**config.mk**
```make
export PLATFORM = sky130hd
export DESIGN_NAME = flash_read_sequencer_flat
export DESIGN_NICKNAME = d
export VERILOG_FILES = /design/src/rtl/flash_seq_pkg.sv /design/src/rtl/flash_read_sequencer_if.sv /design/src/rtl/flash_seq_wb_regs.sv /design/src/rtl/flash_read_sequencer.sv /design/src/flat_wrapper.sv
export SDC_FILE = /design/constraint.sdc
export NUM_CORES = 1
export LEC_CHECK = 0
export ABC_CLOCK_PERIOD_IN_PS = 2800
export CAP_MARGIN = 0
export CORE_UTILIZATION = 30
export DETAILED_ROUTE_END_ITERATION = 7
export MAX_ROUTING_LAYER = met4
export PLACE_DENSITY = 0.62
export SYNTH_ARGS = -nofsm -noshare
export SYNTH_HDL_FRONTEND = slang
export SYNTH_SLANG_ARGS = --single-unit
```
**constraint.sdc**
```tcl
create_clock -name wb_clk_i -period 2.8 [get_ports wb_clk_i]
set_input_delay 0.42 -clock wb_clk_i [delete_from_list [all_inputs] [get_ports wb_clk_i]]
set_output_delay 0.42 -clock wb_clk_i [all_outputs]
set_load 0.1 [all_outputs]
```
**src/rtl/flash_seq_pkg.sv**
```systemverilog
// Shared types and constants for the flash array read sequencer.
// Register offsets, TIMING reset value, field positions and the FSM state encoding.
package flash_seq_pkg;

  typedef enum logic [1:0] {
    IDLE,
    SENSE1,
    SENSE2,
    OUT
  } state_t;

  localparam logic [7:0] OFF_CTRL   = 8'h00;
  localparam logic [7:0] OFF_STATUS = 8'h04;
  localparam logic [7:0] OFF_TIMING = 8'h08;
  localparam logic [7:0] OFF_DATA0  = 8'h10;
  localparam logic [7:0] OFF_DATA1  = 8'h14;
  localparam logic [7:0] OFF_DATA2  = 8'h18;
  localparam logic [7:0] OFF_DATA3  = 8'h1C;

  localparam logic [31:0] TIMING_RST = 32'h0004_0804;

  localparam int CTRL_START  = 0;
  localparam int CTRL_WORD   = 1;
  localparam int CTRL_SCAN   = 3;
  localparam int CTRL_IRQ_EN = 4;
  localparam int ST_BUSY     = 0;
  localparam int ST_DONE     = 1;
  localparam int ST_OVR      = 2;

  function automatic logic [3:0] group_onehot(input logic [1:0] idx);
    return 4'b0001 << idx;
  endfunction

endpackage

```
**src/rtl/flash_read_sequencer_if.sv**
```systemverilog
// Wishbone slave port bundle between the wrapper bus and the sequencer register file.
interface flash_read_sequencer_if;
  logic        wbs_stb_i;
  logic        wbs_cyc_i;
  logic        wbs_we_i;
  logic [3:0]  wbs_sel_i;
  logic [31:0] wbs_dat_i;
  logic [31:0] wbs_adr_i;
  logic        wbs_ack_o;
  logic [31:0] wbs_dat_o;

  modport slave (
    input  wbs_stb_i, wbs_cyc_i, wbs_we_i, wbs_sel_i, wbs_dat_i, wbs_adr_i,
    output wbs_ack_o, wbs_dat_o
  );

  modport master (
    output wbs_stb_i, wbs_cyc_i, wbs_we_i, wbs_sel_i, wbs_dat_i, wbs_adr_i,
    input  wbs_ack_o, wbs_dat_o
  );
endinterface

```
**src/rtl/flash_seq_wb_regs.sv**
```systemverilog
// Wishbone decode, registered single-cycle ack and CTRL/STATUS/TIMING/DATA registers.
// Ack one cycle after a strobe in the window; write side effects land on the edge ending the ack.
module flash_seq_wb_regs
  import flash_seq_pkg::*;
#(
  parameter logic [31:0] ADDR_BASE = 32'h3000_0000,
  parameter int          CNT_W     = 8
) (
  input  logic                 wb_clk_i,
  input  logic                 wb_rst_ni,
  flash_read_sequencer_if.slave wb,
  input  logic                 busy,
  input  logic                 seq_done,
  input  logic                 cap_vld,
  input  logic [1:0]           cap_idx,
  input  logic [7:0]           cap_dat,
  output logic                 start_p,
  output logic [1:0]           start_word,
  output logic                 start_scan,
  output logic [CNT_W-1:0]     t_sen1,
  output logic [CNT_W-1:0]     t_sen2,
  output logic [CNT_W-1:0]     t_out,
  output logic                 irq
);

  logic        ack_q, we_q;
  logic [7:0]  off_q;
  logic [23:0] wdat_q;
  logic [2:0]  sel_q;
  logic [1:0]  word_q;
  logic        scan_q, irq_en_q, done_q, ovr_q;
  logic [23:0] timing_q;
  logic [7:0]  data_q [4];
  logic [31:0] rdat;
  logic        hit, acc, wr, start_req, ovr_set;
  logic        unused_bits;

  assign unused_bits = ^{wb.wbs_dat_i[31:24], wb.wbs_sel_i[3]};

  assign hit = (wb.wbs_adr_i[31:8] == ADDR_BASE[31:8]);
  assign acc = wb.wbs_stb_i & wb.wbs_cyc_i & hit & ~ack_q;
  assign wr  = ack_q & we_q;

  // Start is judged against busy at the ack edge, so a start in the completion cycle is an overrun.
  assign start_req  = wr && (off_q == OFF_CTRL) && sel_q[0] && wdat_q[CTRL_START];
  assign start_p    = start_req & ~busy;
  assign ovr_set    = start_req & busy;
  assign start_word = wdat_q[CTRL_WORD +: 2];
  assign start_scan = wdat_q[CTRL_SCAN];

  always_ff @(posedge wb_clk_i or negedge wb_rst_ni) begin
    if (!wb_rst_ni) begin
      ack_q    <= 1'b0;
      we_q     <= 1'b0;
      off_q    <= '0;
      wdat_q   <= '0;
      sel_q    <= '0;
      word_q   <= '0;
      scan_q   <= 1'b0;
      irq_en_q <= 1'b0;
      done_q   <= 1'b0;
      ovr_q    <= 1'b0;
      timing_q <= TIMING_RST[23:0];
      for (int i = 0; i < 4; i++) data_q[i] <= '0;
    end else begin
      ack_q <= acc;
      if (acc) begin
        we_q   <= wb.wbs_we_i;
        off_q  <= wb.wbs_adr_i[7:0];
        wdat_q <= wb.wbs_dat_i[23:0];
        sel_q  <= wb.wbs_sel_i[2:0];
      end
      if (wr && off_q == OFF_CTRL && sel_q[0]) begin
        word_q   <= wdat_q[CTRL_WORD +: 2];
        scan_q   <= wdat_q[CTRL_SCAN];
        irq_en_q <= wdat_q[CTRL_IRQ_EN];
      end
      if (wr && off_q == OFF_TIMING) begin
        for (int b = 0; b < 3; b++)
          if (sel_q[b]) timing_q[8*b +: 8] <= wdat_q[8*b +: 8];
      end
      if (seq_done)
        done_q <= 1'b1;
      else if (start_p || (wr && off_q == OFF_STATUS && sel_q[0] && wdat_q[ST_DONE]))
        done_q <= 1'b0;
      if (ovr_set)
        ovr_q <= 1'b1;
      else if (wr && off_q == OFF_STATUS && sel_q[0] && wdat_q[ST_OVR])
        ovr_q <= 1'b0;
      if (cap_vld) data_q[cap_idx] <= cap_dat;
    end
  end

  always_comb begin
    rdat = '0;
    case (off_q)
      OFF_CTRL:   rdat = {27'b0, irq_en_q, scan_q, word_q, 1'b0};
      OFF_STATUS: rdat = {29'b0, ovr_q, done_q, busy};
      OFF_TIMING: rdat = {8'b0, timing_q};
      OFF_DATA0:  rdat = {24'b0, data_q[0]};
      OFF_DATA1:  rdat = {24'b0, data_q[1]};
      OFF_DATA2:  rdat = {24'b0, data_q[2]};
      OFF_DATA3:  rdat = {24'b0, data_q[3]};
      default:    rdat = '0;
    endcase
  end

  assign wb.wbs_ack_o = ack_q;
  assign wb.wbs_dat_o = ack_q ? rdat : 32'b0;
  assign t_sen1       = timing_q[0 +: CNT_W];
  assign t_sen2       = timing_q[8 +: CNT_W];
  assign t_out        = timing_q[16 +: CNT_W];
  assign irq          = done_q & irq_en_q;

endmodule

```
**src/rtl/flash_read_sequencer.sv**
```systemverilog
// Sequences sen1 -> sen1+sen2 -> out_en[idx] phases and captures arr_out; single read done t1+t2+t3+1 cycles after start ack.
// Wishbone never stalls beyond the single registered ack; a start while busy only flags overrun.
module flash_read_sequencer
  import flash_seq_pkg::*;
#(
  parameter logic [31:0] ADDR_BASE = 32'h3000_0000,
  parameter int          CNT_W     = 8
) (
  input  logic                  wb_clk_i,
  input  logic                  wb_rst_ni,
  flash_read_sequencer_if.slave wb,
  output logic                  sen1,
  output logic                  sen2,
  output logic [3:0]            out_en,
  input  logic [7:0]            arr_out,
  output logic                  irq
);

  state_t            state_q, state_d;
  logic [CNT_W-1:0]  cnt_q, cnt_d;
  logic [1:0]        idx_q, idx_d, word_q, word_d;
  logic              scan_q, scan_d;
  logic              sen1_q, sen2_q;
  logic [3:0]        out_en_q;
  logic              start_p, start_scan, seq_done, cap_vld, busy;
  logic [1:0]        start_word;
  logic [CNT_W-1:0]  t_sen1, t_sen2, t_out;

  // A programmed duration of 0 behaves as 1 cycle.
  function automatic logic [CNT_W-1:0] phase_load(input logic [CNT_W-1:0] t);
    return (t == '0) ? '0 : t - CNT_W'(1);
  endfunction

  assign busy = (state_q != IDLE);

  flash_seq_wb_regs #(.ADDR_BASE(ADDR_BASE), .CNT_W(CNT_W)) u_regs (
    .wb_clk_i   (wb_clk_i),
    .wb_rst_ni  (wb_rst_ni),
    .wb         (wb),
    .busy       (busy),
    .seq_done   (seq_done),
    .cap_vld    (cap_vld),
    .cap_idx    (idx_q),
    .cap_dat    (arr_out),
    .start_p    (start_p),
    .start_word (start_word),
    .start_scan (start_scan),
    .t_sen1     (t_sen1),
    .t_sen2     (t_sen2),
    .t_out      (t_out),
    .irq        (irq)
  );

  always_comb begin
    state_d  = state_q;
    cnt_d    = cnt_q;
    idx_d    = idx_q;
    word_d   = word_q;
    scan_d   = scan_q;
    cap_vld  = 1'b0;
    seq_done = 1'b0;
    case (state_q)
      IDLE: begin
        if (start_p) begin
          state_d = SENSE1;
          cnt_d   = phase_load(t_sen1);
          word_d  = start_word;
          scan_d  = start_scan;
        end
      end
      SENSE1: begin
        if (cnt_q == '0) begin
          state_d = SENSE2;
          cnt_d   = phase_load(t_sen2);
        end else cnt_d = cnt_q - CNT_W'(1);
      end
      SENSE2: begin
        if (cnt_q == '0) begin
          state_d = OUT;
          idx_d   = scan_q ? 2'd0 : word_q;
          cnt_d   = phase_load(t_out);
        end else cnt_d = cnt_q - CNT_W'(1);
      end
      OUT: begin
        if (cnt_q == '0) begin
          cap_vld = 1'b1;
          if (scan_q && idx_q != 2'd3) begin
            idx_d = idx_q + 2'd1;
            cnt_d = phase_load(t_out);
          end else begin
            state_d  = IDLE;
            seq_done = 1'b1;
          end
        end else cnt_d = cnt_q - CNT_W'(1);
      end
      default: state_d = IDLE;
    endcase
  end

  // Array enables are flops fed from the next state so group changes never glitch.
  always_ff @(posedge wb_clk_i or negedge wb_rst_ni) begin
    if (!wb_rst_ni) begin
      state_q  <= IDLE;
      cnt_q    <= '0;
      idx_q    <= '0;
      word_q   <= '0;
      scan_q   <= 1'b0;
      sen1_q   <= 1'b0;
      sen2_q   <= 1'b0;
      out_en_q <= '0;
    end else begin
      state_q  <= state_d;
      cnt_q    <= cnt_d;
      idx_q    <= idx_d;
      word_q   <= word_d;
      scan_q   <= scan_d;
      sen1_q   <= (state_d != IDLE);
      sen2_q   <= (state_d == SENSE2) || (state_d == OUT);
      out_en_q <= (state_d == OUT) ? group_onehot(idx_d) : 4'b0;
    end
  end

  assign sen1   = sen1_q;
  assign sen2   = sen2_q;
  assign out_en = out_en_q;

endmodule
```
**src/flat_wrapper.sv**
```systemverilog
// flat-port wrapper written by rule: the top's interface ports become plain ports
module flash_read_sequencer_flat import flash_seq_pkg::*;
#(
  parameter logic [31:0] ADDR_BASE = 32'h3000_0000,
  parameter int          CNT_W     = 8
)
  (wb_clk_i, wb_rst_ni, sen1, sen2, out_en, arr_out, irq, wb_wbs_stb_i, wb_wbs_cyc_i, wb_wbs_we_i, wb_wbs_sel_i, wb_wbs_dat_i, wb_wbs_adr_i, wb_wbs_ack_o, wb_wbs_dat_o);
  flash_read_sequencer_if wb_i ();
  input  logic wb_clk_i;
  input  logic wb_rst_ni;
  output logic sen1;
  output logic sen2;
  output logic [3:0] out_en;
  input  logic [7:0] arr_out;
  output logic irq;
  input wire logic [$bits(wb_i.wbs_stb_i)-1:0] wb_wbs_stb_i;
  input wire logic [$bits(wb_i.wbs_cyc_i)-1:0] wb_wbs_cyc_i;
  input wire logic [$bits(wb_i.wbs_we_i)-1:0] wb_wbs_we_i;
  input wire logic [$bits(wb_i.wbs_sel_i)-1:0] wb_wbs_sel_i;
  input wire logic [$bits(wb_i.wbs_dat_i)-1:0] wb_wbs_dat_i;
  input wire logic [$bits(wb_i.wbs_adr_i)-1:0] wb_wbs_adr_i;
  output wire logic [$bits(wb_i.wbs_ack_o)-1:0] wb_wbs_ack_o;
  output wire logic [$bits(wb_i.wbs_dat_o)-1:0] wb_wbs_dat_o;
  assign wb_i.wbs_stb_i = wb_wbs_stb_i;
  assign wb_i.wbs_cyc_i = wb_wbs_cyc_i;
  assign wb_i.wbs_we_i = wb_wbs_we_i;
  assign wb_i.wbs_sel_i = wb_wbs_sel_i;
  assign wb_i.wbs_dat_i = wb_wbs_dat_i;
  assign wb_i.wbs_adr_i = wb_wbs_adr_i;
  assign wb_wbs_ack_o = wb_i.wbs_ack_o;
  assign wb_wbs_dat_o = wb_i.wbs_dat_o;
  flash_read_sequencer #(.ADDR_BASE(ADDR_BASE), .CNT_W(CNT_W)) u_core (.wb_clk_i(wb_clk_i), .wb_rst_ni(wb_rst_ni), .wb(wb_i), .sen1(sen1), .sen2(sen2), .out_en(out_en), .arr_out(arr_out), .irq(irq));
endmodule
```
==> results of run 1 <==
==> power by group <==
| part | internal, W | switching, W | total (W) |
|---|---|---|---|
| logic | 0.000108 | 0.000108 | 0.000216 |
| registers | 0.00175 | 0.00000923 | 0.00176 |
| clock network | 0.00134 | 0.000752 | 0.00209 |
==> what timing repair did <==
action / CTS / global route
buffers inserted: 11 / 1
hold buffers: 1 / 0
resized for setup: 15 / 2
pin swaps: 5 / 1
endpoints found under the hold margin: 30 / 0
setup endpoints to repair: 22 / 24
cloned: 1 / 0
==> through the flow <==
step	setup TNS (ns)	worst slack (ns)	util (%)	hold WS, ns	power, W
4_1_cts	-0.2603	-0.04555	43.17	0.4833	0.004118
2_1_floorplan	-1.328	-0.2676	-	0.1244	0.001868
6_report	-0.1895	-0.04406	43.15	0.4831	0.004068
3_3_place_gp	0	0.2304	39.49	0.3780	0.002004
5_1_grt	-1.247	-0.09873	43.15	0.5160	0.004221
3_5_place_dp	0	0.2226	39.49	0.3855	0.002011
==> placed cells by master, fill, tap and decap left out, drive strengths merged, types with 4 or more instances in the layout <==
cell	instances
nand3	10
nand2	18
ha	11
a21oi	20
and3	18
dfrtp	117
nand4	13
or3	8
or4	13
a32oi	4
clkbuf	21
clkdlybuf4s50	70
mux2i	4
nor2	25
o31ai	5
buf	66
nor4	11
clkinv	6
inv	22
mux2	111
a31oi	9
conb	8
xnor2	5
a211oi	4
o21ai	18
nor3	8
==> synthesized netlist by cell type, drive strengths merged (2+ instances only) <==
cell     instances
a2111oi          2
a211o            2
a211oi           4
a21o             2
a21oi           20
a22oi            3
a2bb2oi          2
a31oi            9
a32oi            4
and2             3
and3            18
buf             14
clkbuf          16
dfrtp          117
dfstp            3
ha              11
inv             22
mux2           111
mux2i            4
mux4             2
nand2           18
nand2b           3
nand3           10
nand3b           2
nand4           13
nand4b           3
nor2            25
nor2b            3
nor3             8
nor3b            3
nor4            11
nor4b            3
o21ai           18
o22a             2
o311ai           2
o31ai            5
o32ai            2
or2              2
or3              8
or4             13
or4b             2
xnor2            5
xor2             3
==> cells by family after synthesis <==
family,Yosys count,synth area share (%)
other cells,1,0.05876
flops,120,47.11
fa+ha+maj,11,2.156
xor+xnor,8,1.098
simple gates,150,14.68
compound gates,89,9.822
mux,117,21.39
buf+inv,52,3.686
==> layer usage <==
layer | up-vias | track usage (%) | wire length (um)
li1 | 2309 | - | -
met1 | 2497 | 21.61 | 7884
met2 | 122 | 28.00 | 8460
met3 | 19 | 3.488 | 702
met4 | 0 | 5.825 | 216
met5 | - | - | 0
==> state kept, by name, indices dropped and copies added, names as in the netlist, 2 cells and up <==
signal,cells
u_core.u_regs.sel_q,3
u_core.u_regs.off_q,8
u_core.idx_q,2
u_core.cnt_q,8
u_core.u_regs.word_q,2
u_core.word_q,2
u_core.out_en,4
u_core.u_regs.data_q,32
u_core.u_regs.timing_q,24
u_core.u_regs.wdat_q,24
u_core.state_q,2
==> cell type report <==
class	instances	area [um2]
well taps	270	337.8
flip-flops and latches	120	3008
clock inverters	9	101.3
multi-input cells	383	3307
inverters	22	85.08
repair buffers	137	1573
clock buffers	21	460.4
fillers	1924	11690
==> worst max path at each step <==
stage                                           to  slack, ns  cells past startpoint
after floorplan                    wb_wbs_dat_o[6]      -0.27                      6
after global placement    u_core.u_regs.wdat_q[20]       0.23                      7
after detailed placement  u_core.u_regs.wdat_q[15]       0.22                      7
after CTS                          wb_wbs_dat_o[6]      -0.05                      7
after global routing               wb_wbs_dat_o[5]       -0.1                      7
final                              wb_wbs_dat_o[5]      -0.04                      7
==> worst max-delay path, cell delays in order, from the launching register on <==
cell and delay (ns):
dfrtp_1 0.38, or4_4 0.58, nor4b_4 0.27, buf_6 0.16, buf_12 0.13, nand2_1 0.10, a31oi_4 0.18, buf_12 0.20
==> metrics.yaml, run 1 <==
drt-initial-drc-count: 214
synth_cell_types: 73
h-tree-depth: 4
critPathKind: "flop to output pin"
grt_pass1_wl_um: 28430
fin_area_um2: 8872
finalNetCount: 773
hp-start: "u_core.u_regs.wdat_q[22]"
cts_tree: "yes"
track_usage_pct: 17.33
ys_warn_count: 0
via_count: 4947
fin_skew_ns: 0.007122
cts.reportedPaths.clkPinSlew_ns: 0.05
netlist_area_um2: 6382
grt_pass1_vias: 5371
area_growth_pct: 39.01
final-max-slew-violation-count: 0
setup_violations: 11
min_path_type: "flop to flop"
grt_max_degree: 91
rsz0062_at_grt: "yes"
synth-edff-count: 0
drc_errors: 0
reg2regPathDepth: 9
root_buffer: "clkbuf_16"
cts_inserted_buffers: 17
firstDrtPassIters: 4
clockBufferDepth: 2
synth.area.top_cells: "dfrtp_1 46%, mux2_2 17%, ha_1 2.2%"
synth_top_flop_cell: "dfrtp_1"
violations: "setup timing"
synthCells: 548
crit_fanout: 11
dp_cells: 920
dpl-instance-area_um2: 8119
cp.arrival_ns: 2.42
worstMarginPinSlew_ns: 0.5706
clock_latency_ns: 0.42
async_reset_ff_share_pct: 100.0
start_kind: "flop"
worst_hold_path.num_cells: 1
rr_startpoint: "u_core.u_regs.off_q[6]"
wl_um: 17260
die-area_um2: 21860
cp-end-kind: "output pin"
hold_viol_final: 0
n_antenna_cell: 0
worst_r2r_endpoint: "u_core.u_regs.timing_q[17]"
hpwl_um: 12560
final_cells: 962
cp.required_ns: 2.38
ant_nets: 0
crit_start: "u_core.u_regs.off_q[6]"
setup_slack_ns: -0.04406
start_util_pct: 31.04
cts_sinks: 120
r2r_setup_slack_ns: 0.21
min_period_ns: 2.844
gp_congestion: 0.8238
overflow: 0
die_w_um: 147.9
core_area_um2: 20560
cellPowerDensity_nw_per_um2: 458.5
avgViaCountPerCell: 5.142
status: "complete, but fails checks"
ys_ff_latch: 120
rows: 52
wl_per_cell_um: 17.94
drive_gt1_share_pct: 37.14
max_freq_ghz: 0.3516
netlist.area_leader.share_pct: 45.87
drv_cap: 0
yosysTopAreaCell: "dfrtp_1"
port_buffers: 103
antenna_found_initial: 0
vdd_drop_max_v: 0.0004126
p_leak_nw: 3.993
period_share_pct: 101.6
avgSynthCellArea_um2: 11.65
fp.dieH_um: 147.9
ios: 121
ys_seq_area_share_pct: 47.11
hold-path-endpoint: "u_core.u_regs.timing_q[22]"
slew_headroom_pct: 61.87
No activity file was read; power rests on OpenSTA's default activity.
==> inputs of run 2 (changes only) <==
Settings changed: CORE_UTILIZATION 30 to 50, PLACE_DENSITY 0.62 to 0.88.
==> run 2 against run 1 <==
The run still ends with setup timing left. Global-route usage is 12 points higher. Flip-flop and latch count stayed put. Clock-buffer cell count shrank 1. Hold slack got worse by 0.42 ns. Non-clock buffer count is 1 lower. Sequential share of layout area grew 0.27 points. Critical endpoint is now wb_wbs_dat_o[18]. Largest power group unchanged.
==> metrics.yaml, run 2 (same netlist as run 1, synthesis figures left out) <==
status: "complete, but fails checks"
violations: "setup timing"
cts_sinks: 120
fin_util_pct: 72.07
reg_top3: "u_core.u_regs.data_q: 32 flops, u_core.u_regs.timing_q: 24 flops, u_core.u_regs.wdat_q: 24 flops"
die_w_um: 115.0
grt_max_degree: 60
port_buffers: 103
cp.arrival_ns: 2.46
core_area_um2: 12210
grt_pass1_wl_um: 27830
vdd_drop_max_v: 0.0004831
clock_latency_ns: 0.42
critPathKind: "flop to output pin"
avgViaCountPerCell: 6.065
clockBufferDepth: 2
setup_slack_ns: -0.07950
start_util_pct: 52.26
overflow: 0
dpl-instance-area_um2: 7979
final_common_cell: "dfrtp_1"
cp.required_ns: 2.38
rr_startpoint: "u_core.cnt_q[0]"
fin_area_um2: 8801
worst_r2r_endpoint: "u_core.cnt_q[0]"
worstMarginPinSlew_ns: 0.7732
cts_inserted_buffers: 17
regMostFlops: "u_core.u_regs.data_q"
cts_tree: "yes"
firstDrtPassIters: 5
n_antenna_cell: 0
drc_errors: 0
p_leak_nw: 4.056
reg2regPathDepth: 9
period_share_pct: 102.8
cellPowerDensity_nw_per_um2: 470.8
r2r_setup_slack_ns: 0.13
min_period_ns: 2.880
fp.dieH_um: 115.0
fin_skew_ns: 0.005800
slowest_delay_ns: 0.57
drive_gt1_share_pct: 38.10
wl_per_cell_um: 20.28
finalNetCount: 772
crit_slowest_cell: "or4_4"
min_path_type: "input port to asynchronous set/reset pin"
cp-end-kind: "output pin"
final_cell_mix: "116 x dfrtp_1, 99 x mux2_2, 70 x clkdlybuf4s50_1"
wl_um: 17460
hold_viol_final: 0
start_kind: "flop"
setup_violations: 22
rows: 40
ios: 121
die-area_um2: 13220
gp_congestion: 0.9182
drt-initial-drc-count: 429
cts_hold_buf: 0
slew_headroom_pct: 48.45
crit_fanout: 9
largest_register_ffs: 32
root_buffer: "clkbuf_16"
antenna_found_initial: 0
cts.reportedPaths.clkPinSlew_ns: 0.05
rsz0062_at_grt: "yes"
crit_family: "simple AND/OR/NAND/NOR gates"
path_cells: "or4_4 -> nor4b_4 -> buf_6 -> buf_12 -> buf_16 -> and3_4 -> buf_12"
grt_pass1_vias: 5323
hpwl_um: 11930
track_usage_pct: 29.17
h-tree-depth: 4
area_growth_pct: 37.89
crit_top_cell: "buf_12"
crit_buf_inv: 4
max_freq_ghz: 0.3473
via_count: 5222
ant_nets: 0
drv_cap: 0
final-max-slew-violation-count: 0
## run 2: cell types whose count changed in the layout (fill, tap and decap cells not counted), moves of 2 or more
cell and delta:
clkinvlp_4 +2, nand2_4 +3, clkbuf_1 -2, nand2_2 -2
## run 2: power by group
part,switching (W),internal [W],leakage (nW),total [W]
clock,0.000791,0.00137,0.288,0.00216
combinational,0.000111,0.000108,2.16,0.000218
sequential,0.00000890,0.00175,1.61,0.00176
## run 2: worst max-delay path by stage
| stage | from | slack [ns] | depth (start not counted) | endpoint |
|---|---|---|---|---|
| floorplan | u_core.u_regs.off_q[2] | -0.27 | 6 | wb_wbs_dat_o[6] |
| global placement | u_core.cnt_q[0] | 0.26 | 8 | u_core.cnt_q[4] |
| detailed placement | wb_wbs_adr_i[19] | 0.18 | 7 | u_core.u_regs.wdat_q[22] |
| CTS | u_core.u_regs.off_q[6] | -0.07 | 6 | wb_wbs_dat_o[10] |
| global route | u_core.u_regs.off_q[5] | -0.14 | 7 | wb_wbs_dat_o[16] |
| finish | u_core.u_regs.off_q[2] | -0.08 | 7 | wb_wbs_dat_o[18] |
## run 2: per-stage QoR
| step | power (W) | setup WS [ns] | std cells | hold WS [ns] | TNS (ns) |
|---|---|---|---|---|---|
| CTS | 0.004170 | -0.06809 | 859 | 0.1038 | -0.5892 |
| global placement | 0.002003 | 0.2553 | 818 | 0.4654 | 0 |
| finish | 0.004143 | -0.07950 | 861 | 0.06611 | -1.134 |
| detailed placement | 0.002011 | 0.1798 | 818 | 0.4807 | 0 |
| floorplan | 0.001868 | -0.2676 | 555 | 0.1244 | -1.328 |
| global route | 0.004261 | -0.1431 | 861 | 0.1200 | -2.580 |
## run 2: per-layer routing
metal / GRT usage [%] / vias up / share of wire (%)
li1: - / 2309 / -
met1: 34.92 / 2630 / 41
met2: 48.27 / 243 / 51
met3: 6.062 / 40 / 5.9
met4: 11.52 / 0 / 2.5
met5: - / - / 0
## run 2: area by class of cell
| type | count | area [um2] |
|---|---|---|
| fill | 776 | 3411 |
| multi-input combinational | 383 | 3332 |
| sequential | 120 | 3008 |
| timing repair buffer | 136 | 1574 |
| clock buffer | 20 | 466.7 |
| tap | 168 | 210.2 |
| clock inverter | 12 | 125.1 |
| inverter | 22 | 85.08 |
## run 2: repair_timing
| item | 4_1_cts | 5_1_grt |
|---|---|---|
| setup endpoints to repair | 22 | 25 |
| cloned | 1 | 0 |
| buffers inserted | 8 | 2 |
| pin swaps | 5 | 5 |
| gates resized for setup | 17 | 7 |
## run 2: worst reg2reg max path, stage by stage (launching register included)
cell	delay [ns]
dfrtp_1	0.39
inv_1	0.11
ha_1	0.27
nor3b_1	0.40
buf_4	0.21
nand2_1	0.12
o32ai_4	0.51
inv_4	0.14
o21ai_0	0.16
a2bb2oi_1	0.25
